--- src/rtl/instr_prefetch_queue_if.sv ---
// Fetch-side and decode-side handshake bundle of the instruction prefetch queue.
// master = prefetch queue, slave = memory/decode/redirect environment.
interface instr_prefetch_queue_if #(
    parameter int ADDR_W = 32,
    parameter int XLEN   = 32
);
    logic              imem_req;
    logic [ADDR_W-1:0] imem_addr;
    logic              imem_valid;
    logic [XLEN-1:0]   imem_rdata;
    logic              redirect_valid;
    logic [ADDR_W-1:0] redirect_pc;
    logic              instr_valid;
    logic              instr_ready;
    logic [XLEN-1:0]   instr_data;
    logic [ADDR_W-1:0] instr_pc;

    modport master (
        output imem_req, imem_addr, instr_valid, instr_data, instr_pc,
        input  imem_valid, imem_rdata, redirect_valid, redirect_pc, instr_ready
    );

    modport slave (
        input  imem_req, imem_addr, instr_valid, instr_data, instr_pc,
        output imem_valid, imem_rdata, redirect_valid, redirect_pc, instr_ready
    );
endinterface

--- src/rtl/instr_prefetch_queue.sv ---
// Sequential instruction prefetcher: 1-cycle memory, DEPTH-entry FIFO to decode, redirect flush.
// Latency request->instr_valid is 2 cycles; IPQ_BYPASS_EN adds an empty-queue bypass making it 1.
module instr_prefetch_queue #(
    parameter int                ADDR_W   = 32,
    parameter int                XLEN     = 32,
    parameter int                DEPTH    = 4,
    parameter logic [ADDR_W-1:0] RESET_PC = '0
) (
    input  logic                         clk,
    input  logic                         reset,
    instr_prefetch_queue_if.master       bus
);
    localparam int PW = $clog2(DEPTH);
    localparam int CW = PW + 1;

    typedef struct packed {
        logic [XLEN-1:0]   dat;
        logic [ADDR_W-1:0] pc;
    } entry_t;

    entry_t            mem_q [DEPTH];
    logic [ADDR_W-1:0] fetch_pc_q, fetch_pc_d;
    logic [ADDR_W-1:0] out_addr_q, out_addr_d;
    logic              out_q, out_d;
    logic [PW-1:0]     rd_ptr_q, rd_ptr_d;
    logic [PW-1:0]     wr_ptr_q, wr_ptr_d;
    logic [CW-1:0]     count_q, count_d;

    logic              accept, bypass, push, pop, fifo_pop, req;
    logic [CW:0]       occupancy;
    entry_t            head;

    always_comb begin
        accept = bus.imem_valid & out_q & ~bus.redirect_valid;
`ifdef IPQ_BYPASS_EN
        bypass = accept & (count_q == '0);
`else
        bypass = 1'b0;
`endif
        head = mem_q[rd_ptr_q];

        bus.instr_valid = ~bus.redirect_valid & ((count_q != '0) | bypass);
        bus.instr_data  = '0;
        bus.instr_pc    = '0;
        if (bus.instr_valid) begin
            if (count_q != '0) begin
                bus.instr_data = head.dat;
                bus.instr_pc   = head.pc;
            end else begin
                bus.instr_data = bus.imem_rdata;
                bus.instr_pc   = out_addr_q;
            end
        end

        pop      = bus.instr_valid & bus.instr_ready;
        fifo_pop = pop & (count_q != '0);
        // A bypassed word that decode takes immediately never touches storage.
        push     = accept & ~(bypass & pop);

        // Slots committed after this edge: stored + in flight - leaving now.
        occupancy = {1'b0, count_q} + (CW+1)'(out_q) - (CW+1)'(pop);
        req       = ~reset & ~bus.redirect_valid & (occupancy < (CW+1)'(DEPTH));

        bus.imem_req  = req;
        bus.imem_addr = fetch_pc_q;

        fetch_pc_d = fetch_pc_q;
        out_addr_d = out_addr_q;
        out_d      = req;
        rd_ptr_d   = rd_ptr_q;
        wr_ptr_d   = wr_ptr_q;
        count_d    = count_q;

        if (bus.redirect_valid) begin
            fetch_pc_d = {bus.redirect_pc[ADDR_W-1:2], 2'b00};
            out_d      = 1'b0;
            rd_ptr_d   = '0;
            wr_ptr_d   = '0;
            count_d    = '0;
        end else begin
            if (req) begin
                fetch_pc_d = fetch_pc_q + ADDR_W'(4);
                out_addr_d = fetch_pc_q;
            end
            if (push)     wr_ptr_d = wr_ptr_q + PW'(1);
            if (fifo_pop) rd_ptr_d = rd_ptr_q + PW'(1);
            count_d = count_q + CW'(push) - CW'(fifo_pop);
        end
    end

    always_ff @(posedge clk or posedge reset) begin
        if (reset) begin
            fetch_pc_q <= RESET_PC;
            out_addr_q <= RESET_PC;
            out_q      <= 1'b0;
            rd_ptr_q   <= '0;
            wr_ptr_q   <= '0;
            count_q    <= '0;
        end else begin
            fetch_pc_q <= fetch_pc_d;
            out_addr_q <= out_addr_d;
            out_q      <= out_d;
            rd_ptr_q   <= rd_ptr_d;
            wr_ptr_q   <= wr_ptr_d;
            count_q    <= count_d;
        end
    end

    always_ff @(posedge clk) begin
        if (push) mem_q[wr_ptr_q] <= '{dat: bus.imem_rdata, pc: out_addr_q};
    end
endmodule

--- src/flat_wrapper.sv ---
// flat-port wrapper written by rule: the top's interface ports become plain ports
module instr_prefetch_queue_flat 
#(
    parameter int                ADDR_W   = 32,
    parameter int                XLEN     = 32,
    parameter int                DEPTH    = 4,
    parameter logic [ADDR_W-1:0] RESET_PC = '0
)
  (clk, reset, bus_imem_req, bus_imem_addr, bus_instr_valid, bus_instr_data, bus_instr_pc, bus_imem_valid, bus_imem_rdata, bus_redirect_valid, bus_redirect_pc, bus_instr_ready);
  instr_prefetch_queue_if #(.ADDR_W(ADDR_W), .XLEN(XLEN)) bus_i ();
  input  logic clk;
  input  logic reset;
  output wire logic [$bits(bus_i.imem_req)-1:0] bus_imem_req;
  output wire logic [$bits(bus_i.imem_addr)-1:0] bus_imem_addr;
  output wire logic [$bits(bus_i.instr_valid)-1:0] bus_instr_valid;
  output wire logic [$bits(bus_i.instr_data)-1:0] bus_instr_data;
  output wire logic [$bits(bus_i.instr_pc)-1:0] bus_instr_pc;
  input wire logic [$bits(bus_i.imem_valid)-1:0] bus_imem_valid;
  input wire logic [$bits(bus_i.imem_rdata)-1:0] bus_imem_rdata;
  input wire logic [$bits(bus_i.redirect_valid)-1:0] bus_redirect_valid;
  input wire logic [$bits(bus_i.redirect_pc)-1:0] bus_redirect_pc;
  input wire logic [$bits(bus_i.instr_ready)-1:0] bus_instr_ready;
  assign bus_imem_req = bus_i.imem_req;
  assign bus_imem_addr = bus_i.imem_addr;
  assign bus_instr_valid = bus_i.instr_valid;
  assign bus_instr_data = bus_i.instr_data;
  assign bus_instr_pc = bus_i.instr_pc;
  assign bus_i.imem_valid = bus_imem_valid;
  assign bus_i.imem_rdata = bus_imem_rdata;
  assign bus_i.redirect_valid = bus_redirect_valid;
  assign bus_i.redirect_pc = bus_redirect_pc;
  assign bus_i.instr_ready = bus_instr_ready;
  instr_prefetch_queue #(.ADDR_W(ADDR_W), .XLEN(XLEN), .DEPTH(DEPTH), .RESET_PC(RESET_PC)) u_core (.clk(clk), .reset(reset), .bus(bus_i));
endmodule
--- config.mk ---
export PLATFORM = sky130hd
export DESIGN_NAME = instr_prefetch_queue_flat
export DESIGN_NICKNAME = d
export VERILOG_FILES = /design/src/rtl/instr_prefetch_queue_if.sv /design/src/rtl/instr_prefetch_queue.sv /design/src/flat_wrapper.sv
export SDC_FILE = /design/constraint.sdc
export NUM_CORES = 1
export LEC_CHECK = 0
export ABC_AREA = 1
export BUFFER_PORTS_ARGS = -buffer_cell sky130_fd_sc_hd__buf_2
export CORE_MARGIN = 2
export CORE_UTILIZATION = 35
export DETAILED_ROUTE_END_ITERATION = 12
export GPL_ROUTABILITY_DRIVEN = 0
export RECOVER_POWER = 25
export SETUP_SLACK_MARGIN = 0.05
export SYNTH_ARGS = -nofsm -noshare
export SYNTH_HDL_FRONTEND = slang
export SYNTH_SLANG_ARGS = --single-unit
--- constraint.sdc ---
create_clock -name clk -period 7.07 [get_ports clk]
set_input_delay 1.0605 -clock clk [delete_from_list [all_inputs] [get_ports clk]]
set_output_delay 1.0605 -clock clk [all_outputs]
set_load 0.005 [all_outputs]
==> results.cfg, run 1 <==
[route]
dr_total_vias = 9570
firstDrtPassIters = 5
ant_nets = 0
drc = 0
via_per_inst = 4.80
drt-total-wl_um = 32900
first_iter_violations = 615
wl_per_cell_um = 16.5

[synthesis]
syn_avg_cell_area_um2 = 10.3
ys_seq_area_share_pct = 67.5
yosysWarnings = 0
ys_ff_latch = 316
synth_compound_area_share_pct = 9.39
yosysUniqueCellTypes = 29
synth_top_area_share_pct = 54.9
synth_top_family_by_area = simple AND/OR/NAND/NOR gates
synth.area.top_cells = edfxtp_1 55%, dfrtp_1 13%, nor2_1 8.4%
synthMuxAreaShare_pct = 0
syn_inst = 1310
yosys.area_share.adder_pct = 1.07
synth_area_um2 = 13600
synth-xor-area-share_pct = 0.0646
yosys.area.top_type = edfxtp_1
yosys.area_share.simple_pct = 17.8

[die]
dieArea_um2 = 40300
die_x_um = 201
core_um2 = 38500
start_util_pct = 35.2
fp.dieH_um = 201
pin_count = 167
floorplan.rows = 72

[sta]
holdWs_ns = 0.505
skew_ns = 0.0158
fin_tns_setup_ns = 0
slew-limit-headroom_pct = 31.8
fin_crit_ns = 4.78
slew_viol_final = 0
rsz0062_at_grt = no
hold_viol = 0
setup_viol = 0
fin_crit_sh_pct = 67.6
max_freq_mhz = 209
tightest_slew_ns = 1.02

[clock_tree]
tritoncts = built
cts_resized = 0
clkLatencyLatePin_ns = 0.50
cts_htree_levels = 2
cts.sinks = 316
cts_setup_buffers = 0
cts_buffers = 35
cts_hold_buf = 0
clk_path_buf_depth = 3
cts_root_buf = clkbuf_16
clk_pin_slew_ns = 0.06

[pwr]
leakagePower_nw = 6.19
p_per_area_nw_per_um2 = 350
ir_drop_v = 0.000150

[placement]
io_buffers = 160
placedInstanceArea_um2 = 14800
hpwlAfterDp_um = 19500
placed_cells = 1932

[global_routing]
grt_max_degree = 79
grt_pass1_vias = 9250
grt_antenna_before_repair = 0
grt_overflow = 0
grt_first_pass_wirelength_um = 51500
grt_usage_pct = 16.2

[status]
status = completed

[finish]
synthToLayoutAreaGrowth_pct = 16.9
finalNetCount = 1531
layout_common_cells = 299 x nor2_1, 248 x edfxtp_1, 208 x nand2_1
finalCoreUtilization_pct = 41.2
mostFrequentLayoutCell = nor2_1
n_antenna_cell = 0
fin_area_um2 = 15900
stdcell_count = 1992
drive_gt1_share_pct = 15.2

[setup_path]
start_kind = input pin
end_kind = primary output
crit_type = input pin to primary output
required_ns = 6.01
critical_path_arrival_ns = 3.72
cp_max_fo = 44

[flow_run]
maxCapViolations = 0

[worst_hold_path]
hp-class = register to register
-- synth_stat cells, drive strengths merged --
cell,count
xnor2,1
ha,10
nand2,213
dfrtp,68
nor3,1
edfxtp,248
or2,1
o21ai,173
nor2,308
clkinv,1
fa,1
buf,39
conb,1
clkbuf,30
o21bai,3
a21oi,73
nand3,76
nand4,3
inv,60
-- per-layer routing --
layer / track usage, % / vias to the layer above / wire (um)
li1: - / 4727 / -
met1: 21.9 / 4524 / 15000
met2: 26.6 / 270 / 15300
met3: 2.82 / 49 / 1740
met4: 4.97 / 0 / 851
met5: 0 / - / 0
-- report_power, final --
group | internal, W | switching (W) | leakage [nW]
Clock | 0.00103 | 0.000682 | 0.522
Combinational | 0.000426 | 0.000866 | 2.56
Sequential | 0.00226 | 0.000268 | 3.11
-- registers in the layout, summed over array words and instances, names as in the netlist --
signal,flops
u_core.out_q,1
u_core.mem_q,248
u_core.count_q,3
u_core.wr_ptr_q,2
u_core.bus.imem_addr,30
u_core.rd_ptr_q,2
u_core.out_addr_q,30
-- final timing paths --
kind / start / end / slack (ns) / depth (start not counted)
max in group asynchronous: reset / u_core.rd_ptr_q[0] / 5.60 / 3
hold reg to reg: u_core.out_addr_q[14] / u_core.mem_q[0][14] / 0.51 / 0
setup reg to reg: u_core.count_q[1] / u_core.bus.imem_addr[13] / 4.07 / 16
setup / recovery: bus_redirect_valid / bus_imem_req / 2.29 / 13
min in group asynchronous: reset / u_core.count_q[1] / 0.82 / 3
hold / removal: u_core.out_addr_q[14] / u_core.mem_q[0][14] / 0.51 / 0
-- stage by stage --
step	setup slack [ns]	power, W
after floorplan	2.45	0.00337
after global placement	2.29	0.00385
after detailed placement	2.27	0.00388
after CTS	2.27	0.00562
after global routing	1.99	0.00589
final	2.29	0.00554
-- area by class of cell --
cell class | count | area (um^2)
Multi-Input combinational cell | 867 | 3890
Clock buffer | 48 | 977
Fill cell | 3711 | 22600
Sequential cell | 316 | 9150
Timing Repair Buffer | 170 | 853
Tap cell | 518 | 648
Inverter | 61 | 230
Clock inverter | 12 | 104
-- cells by family after synthesis --
family / Yosys count
compound gates: 249
flops: 316
xor+xnor: 1
simple gates: 602
fa+ha+maj: 11
buf+inv: 130
other cells: 1
-- worst max-delay path, cell delays in order --
cell and delay [ns]:
buf_2 0.34, inv_2 0.73, nand2_2 0.11, nor2_1 0.25
ha_1 0.20, inv_1 0.04, ha_1 0.28, nand3_1 0.11
nand2_1 0.06, nand2_1 0.06, nand3_1 0.18, nor2_1 0.18
buf_2 0.13
Note: power is estimated with default switching activity, not from simulation.
==> inputs of run 2 (changes only) <==
==> constraint.sdc (replaced) <==
create_clock -name clk -period 4.4 [get_ports clk]
set_input_delay 0.66 -clock clk [delete_from_list [all_inputs] [get_ports clk]]
set_output_delay 0.66 -clock clk [all_outputs]
set_load 0.005 [all_outputs]
==> run 2 against run 1 <==
Compared with the run above: wire length increased by 1.0%; die area unchanged; clock power increased by 67%; utilization increased by 0.38 points; sequential cell count unchanged; register-to-register slack got worse by 2.7 ns; via count increased by 1.1%; critical endpoint is now bus_instr_pc[26]; largest power group unchanged.
==> results.cfg, run 2 (synthesis gave the netlist of run 1 again) <==
[sta]
slew-limit-headroom_pct = 38.9
skew_ns = 0.0129
max_freq_mhz = 304
tightest_slew_ns = 0.915
fin_tns_setup_ns = 0
setup_viol = 0
rsz0062_at_grt = no
hold_viol = 0
fin_crit_sh_pct = 74.7
slew_viol_final = 0
holdWs_ns = 0.346
fin_crit_ns = 3.29

[route]
first_iter_violations = 607
firstDrtPassIters = 5
drc = 0
ant_nets = 0
dr_total_vias = 9680
via_per_inst = 4.83
wl_per_cell_um = 16.6
drt-total-wl_um = 33200

[finish]
finalNetCount = 1541
stdcell_count = 2003
layout_common_cells = 299 x nor2_1, 248 x edfxtp_1, 208 x nand2_1
fin_area_um2 = 16000
largest_reg_flops = 248
n_antenna_cell = 0
mostFrequentLayoutCell = nor2_1
drive_gt1_share_pct = 15.2
top_register = u_core.mem_q
synthToLayoutAreaGrowth_pct = 18.0

[global_routing]
grt_usage_pct = 16.5
grt_max_degree = 89
grt_overflow = 0
grt_pass1_vias = 9496
grt_first_pass_wirelength_um = 52600
grt_antenna_before_repair = 0

[placement]
placed_cells = 1941
io_buffers = 160
hpwlAfterDp_um = 20300
placedInstanceArea_um2 = 14900

[flow_run]
maxCapViolations = 0

[clock_tree]
tritoncts = built
clk_pin_slew_ns = 0.06
clkLatencyLatePin_ns = 0.52
clk_path_buf_depth = 3
cts_setup_buffers = 0
cts_resized = 0
cts_htree_levels = 2
cts_buffers = 36
cts_root_buf = clkbuf_16
cts_hold_buf = 0
cts.sinks = 316

[worst_hold_path]
hp-class = input pin to asynchronous set/reset pin

[pwr]
leakagePower_nw = 6.24
ir_drop_v = 0.000340
p_per_area_nw_per_um2 = 565

[die]
dieArea_um2 = 40300
start_util_pct = 35.2
floorplan.rows = 72
die_x_um = 201
fp.dieH_um = 201
core_um2 = 38500
pin_count = 167

[setup_path]
r2r_start = u_core.count_q[1]
crit_type = register to primary output
critical_path_arrival_ns = 2.63
required_ns = 3.74
reg2reg_depth = 16
reg2reg_slack_ns = 1.42
r2r-end = u_core.bus.imem_addr[13]
start_kind = register
cp_max_fo = 88
end_kind = primary output

[status]
status = completed
==> run 2: cell count changes in the layout (fill, tap and decap cells not counted), sizes merged <==
cell      change
buf           -5
bufinv        +1
clkbuf       +11
clkinvlp      +1
inv           +3
==> run 2: how the worst max path moves through the flow <==
stage	from	endpoint	slack, ns
after global routing	u_core.rd_ptr_q[0]	bus_instr_pc[20]	0.85
after detailed placement	bus_redirect_valid	u_core.bus.imem_addr[13]	1.13
after global placement	bus_redirect_valid	u_core.bus.imem_addr[15]	1.17
final	u_core.rd_ptr_q[0]	bus_instr_pc[26]	1.11
after CTS	u_core.rd_ptr_q[0]	bus_instr_pc[17]	1.01
after floorplan	bus_imem_valid	u_core.mem_q[0][10]	0.18
==> run 2: where the power goes <==
| part | switching, W | internal (W) |
|---|---|---|
| Sequential | 0.000389 | 0.00364 |
| Combinational | 0.00145 | 0.000697 |
| Clock | 0.00115 | 0.00172 |
==> run 2: worst max-delay path, stage by stage (launching register included) <==
cell	delay (ns)
dfrtp_4	0.64
clkinv_2	0.10
buf_4	0.63
o21ai_0	0.22
a21oi_1	0.28
buf_2	0.17
==> run 2: stage by stage <==
| step | total power, W | utilization, % | setup WS (ns) |
|---|---|---|---|
| final | 0.00904 | 41.6 | 1.11 |
| after global routing | 0.00962 | 41.6 | 0.855 |
| after CTS | 0.00916 | 41.7 | 1.01 |
| after detailed placement | 0.00626 | 38.8 | 1.13 |
| after global placement | 0.00620 | 38.8 | 1.17 |
| after floorplan | 0.00542 | - | 0.179 |
==> run 2: layout make-up <==
cell class | count | area, um^2
inverter | 61 | 230
timing repair buffer | 179 | 953
sequential | 316 | 9150
clock inverter | 17 | 171
fill | 3722 | 22500
multi-input combinational | 867 | 3890
tap | 518 | 648
clock buffer | 45 | 956
==> run 2: metal layers <==
| layer | share of wire [%] | GRT usage (%) |
|---|---|---|
| met1 | 46 | 22.5 |
| met5 | 0 | 0 |
| met2 | 47 | 27.1 |
| met4 | 2.2 | 4.92 |
| met3 | 5.5 | 2.99 |
==> inputs of run 3 (changes only) <==
==> constraint.sdc (replaced) <==
create_clock -name clk -period 3.4 [get_ports clk]
set_input_delay 0.51 -clock clk [delete_from_list [all_inputs] [get_ports clk]]
set_output_delay 0.51 -clock clk [all_outputs]
set_load 0.005 [all_outputs]
==> run 3 against run 2 <==
Compared with the run above: register-to-register slack worse by 0.77 ns; final area up 0.18%; wire length is 1.2% higher; sequential share of layout area down 0.10 points; worst hold slack got worse by 0.14 ns; utilization increased by 0.075 points; total power rose by 29%; via count up 0.79%; sequential power increased by 28%.
==> results.cfg, run 3 (synthesis gave the netlist of run 1 again) <==
[route]
drc = 0
drt-total-wl_um = 33600
via_per_inst = 4.85
dr_total_vias = 9756
first_iter_violations = 702
ant_nets = 0
firstDrtPassIters = 5
wl_per_cell_um = 16.7

[setup_path]
crit_slowest_cell = dfrtp_1
crit_type = register to primary output
required_ns = 2.89
cpPeakStageDelay_ns = 0.41
end_kind = primary output
critical_path_arrival_ns = 2.55
crit_path_cell_trace = inv_1 > nand3_1 > nand2_2 > nor2_1 > ha_1 > inv_1 > ha_1 > nand3_1 > nand2_1 > nand2_1 > nand3_1 > nor2_1 > buf_2
path_common_cell = nand3_1
cp_max_fo = 4
start_kind = register

[sta]
fin_crit_sh_pct = 90.1
setup_viol = 0
hold_viol = 0
worst_slack_ns = 0.337
max_freq_mhz = 326
tightest_slew_ns = 1.05
slew_viol_final = 0
fin_crit_ns = 3.06
fin_tns_setup_ns = 0
rsz0062_at_grt = no
slew-limit-headroom_pct = 29.7
skew_ns = 0.0197

[finish]
fillCellCount = 3757
synthToLayoutAreaGrowth_pct = 18.2
drive_gt1_share_pct = 15.4
finalNetCount = 1547
top_register = u_core.mem_q
mostFrequentLayoutCell = nor2_1
layout_common_cells = 299 x nor2_1, 248 x edfxtp_1, 208 x nand2_1
largest_reg_flops = 248
fin_area_um2 = 16000
regArea_um2 = 9150
multi_input_area_um2 = 3890
n_antenna_cell = 0

[global_routing]
use_met1_pct = 23.2
grt_max_degree = 65
grt_antenna_before_repair = 0
use_met3_pct = 2.91
grt_pass1_vias = 9477
grt_usage_pct = 16.6
grt_busiest_layer = met2
grt_first_pass_wirelength_um = 52800
grt_overflow = 0
use_met2_pct = 26.3

[pwr]
leakagePower_nw = 6.27
p_per_area_nw_per_um2 = 728
ir_drop_v = 0.000367
total_power_w = 0.0117

[clock_tree]
cts_buffers = 36
cts_resized = 0
cts.sinks = 316
cts_hold_buf = 0
cts_htree_levels = 2
cts_setup_buffers = 0
cts_root_buf = clkbuf_16
clk_path_buf_depth = 3
clk_pin_slew_ns = 0.06
tritoncts = built
clkLatencyLatePin_ns = 0.51

[die]
fp.dieH_um = 201
core_um2 = 38500
floorplan.rows = 72
die_x_um = 201
dieArea_um2 = 40300
pin_count = 167
start_util_pct = 35.2

[placement]
io_buffers = 160
placedInstanceArea_um2 = 15000
hpwlAfterDp_um = 20900
place_ws_ns = 0.561

[worst_hold_path]
hp-class = input pin to register

[status]
status = completed

[flow_run]
maxCapViolations = 0
[run 3: cell count changes in the layout (fill, tap and decap cells not counted), sizes merged]
cell | previous run | this run
clkbuf | 77 | 80
clkinvlp | 2 | 0
inv | 62 | 60
buf | 147 | 153
clkinv | 11 | 16
bufinv | 3 | 1
[run 3: power by group]
group / switching (W) / internal [W] / total (W)
sequential: 0.000452 / 0.00471 / 0.00516
combinational: 0.00194 / 0.000960 / 0.00290
clock: 0.00150 / 0.00210 / 0.00360
total: 0.00389 / 0.00777 / 0.0117
[run 3: final timing paths]
path                                 startpoint                       end  slack, ns  depth (start not counted)
setup reg to reg              u_core.count_q[1]  u_core.bus.imem_addr[15]       0.65                         16
max in group asynchronous                 reset  u_core.bus.imem_addr[23]       2.34                          3
min in group asynchronous                 reset         u_core.count_q[2]       0.25                          2
setup / recovery              u_core.count_q[1]              bus_imem_req       0.34                         13
hold reg to reg            u_core.out_addr_q[5]        u_core.mem_q[3][5]       0.52                          0
hold / removal               bus_redirect_pc[3]   u_core.bus.imem_addr[3]       0.21                          3
[run 3: final cells by class]
| type | count | area share, % |
|---|---|---|
| flip-flops and latches | 316 | 57.1 |
| multi-input cells | 867 | 24.3 |
| repair buffers | 185 | 6.39 |
| clock buffers | 48 | 6.10 |
| well taps | 518 | 4.04 |
| inverters | 61 | 1.44 |
| clock inverters | 16 | 0.679 |
[run 3: routing by layer]
| layer | part of all wire, % | wire length [um] |
|---|---|---|
| met5 | 0 | 0 |
| met2 | 46 | 15400 |
| met4 | 2.7 | 898 |
| met3 | 5.3 | 1770 |
| met1 | 46 | 15600 |
[run 3: per-stage QoR]
stage | hold slack [ns] | std cells | util (%)
final | 0.207 | 2011 | 41.7
after global routing | 0.205 | 2011 | 41.7
after CTS | 0.178 | 2011 | 41.8
after detailed placement | 0.516 | 1947 | 39.0
after global placement | 0.497 | 1947 | 39.0
after floorplan | 0.476 | 1313 | -
[run 3: critical path, delay by kind of cell, from the launching register on]
| kind | cells | cell delay (ns) |
|---|---|---|
| buffers and inverters | 3 | 0.24 |
| flip-flops | 1 | 0.41 |
| adder cells (fa/ha/maj) | 2 | 0.48 |
| AND/OR/NAND/NOR | 8 | 0.92 |
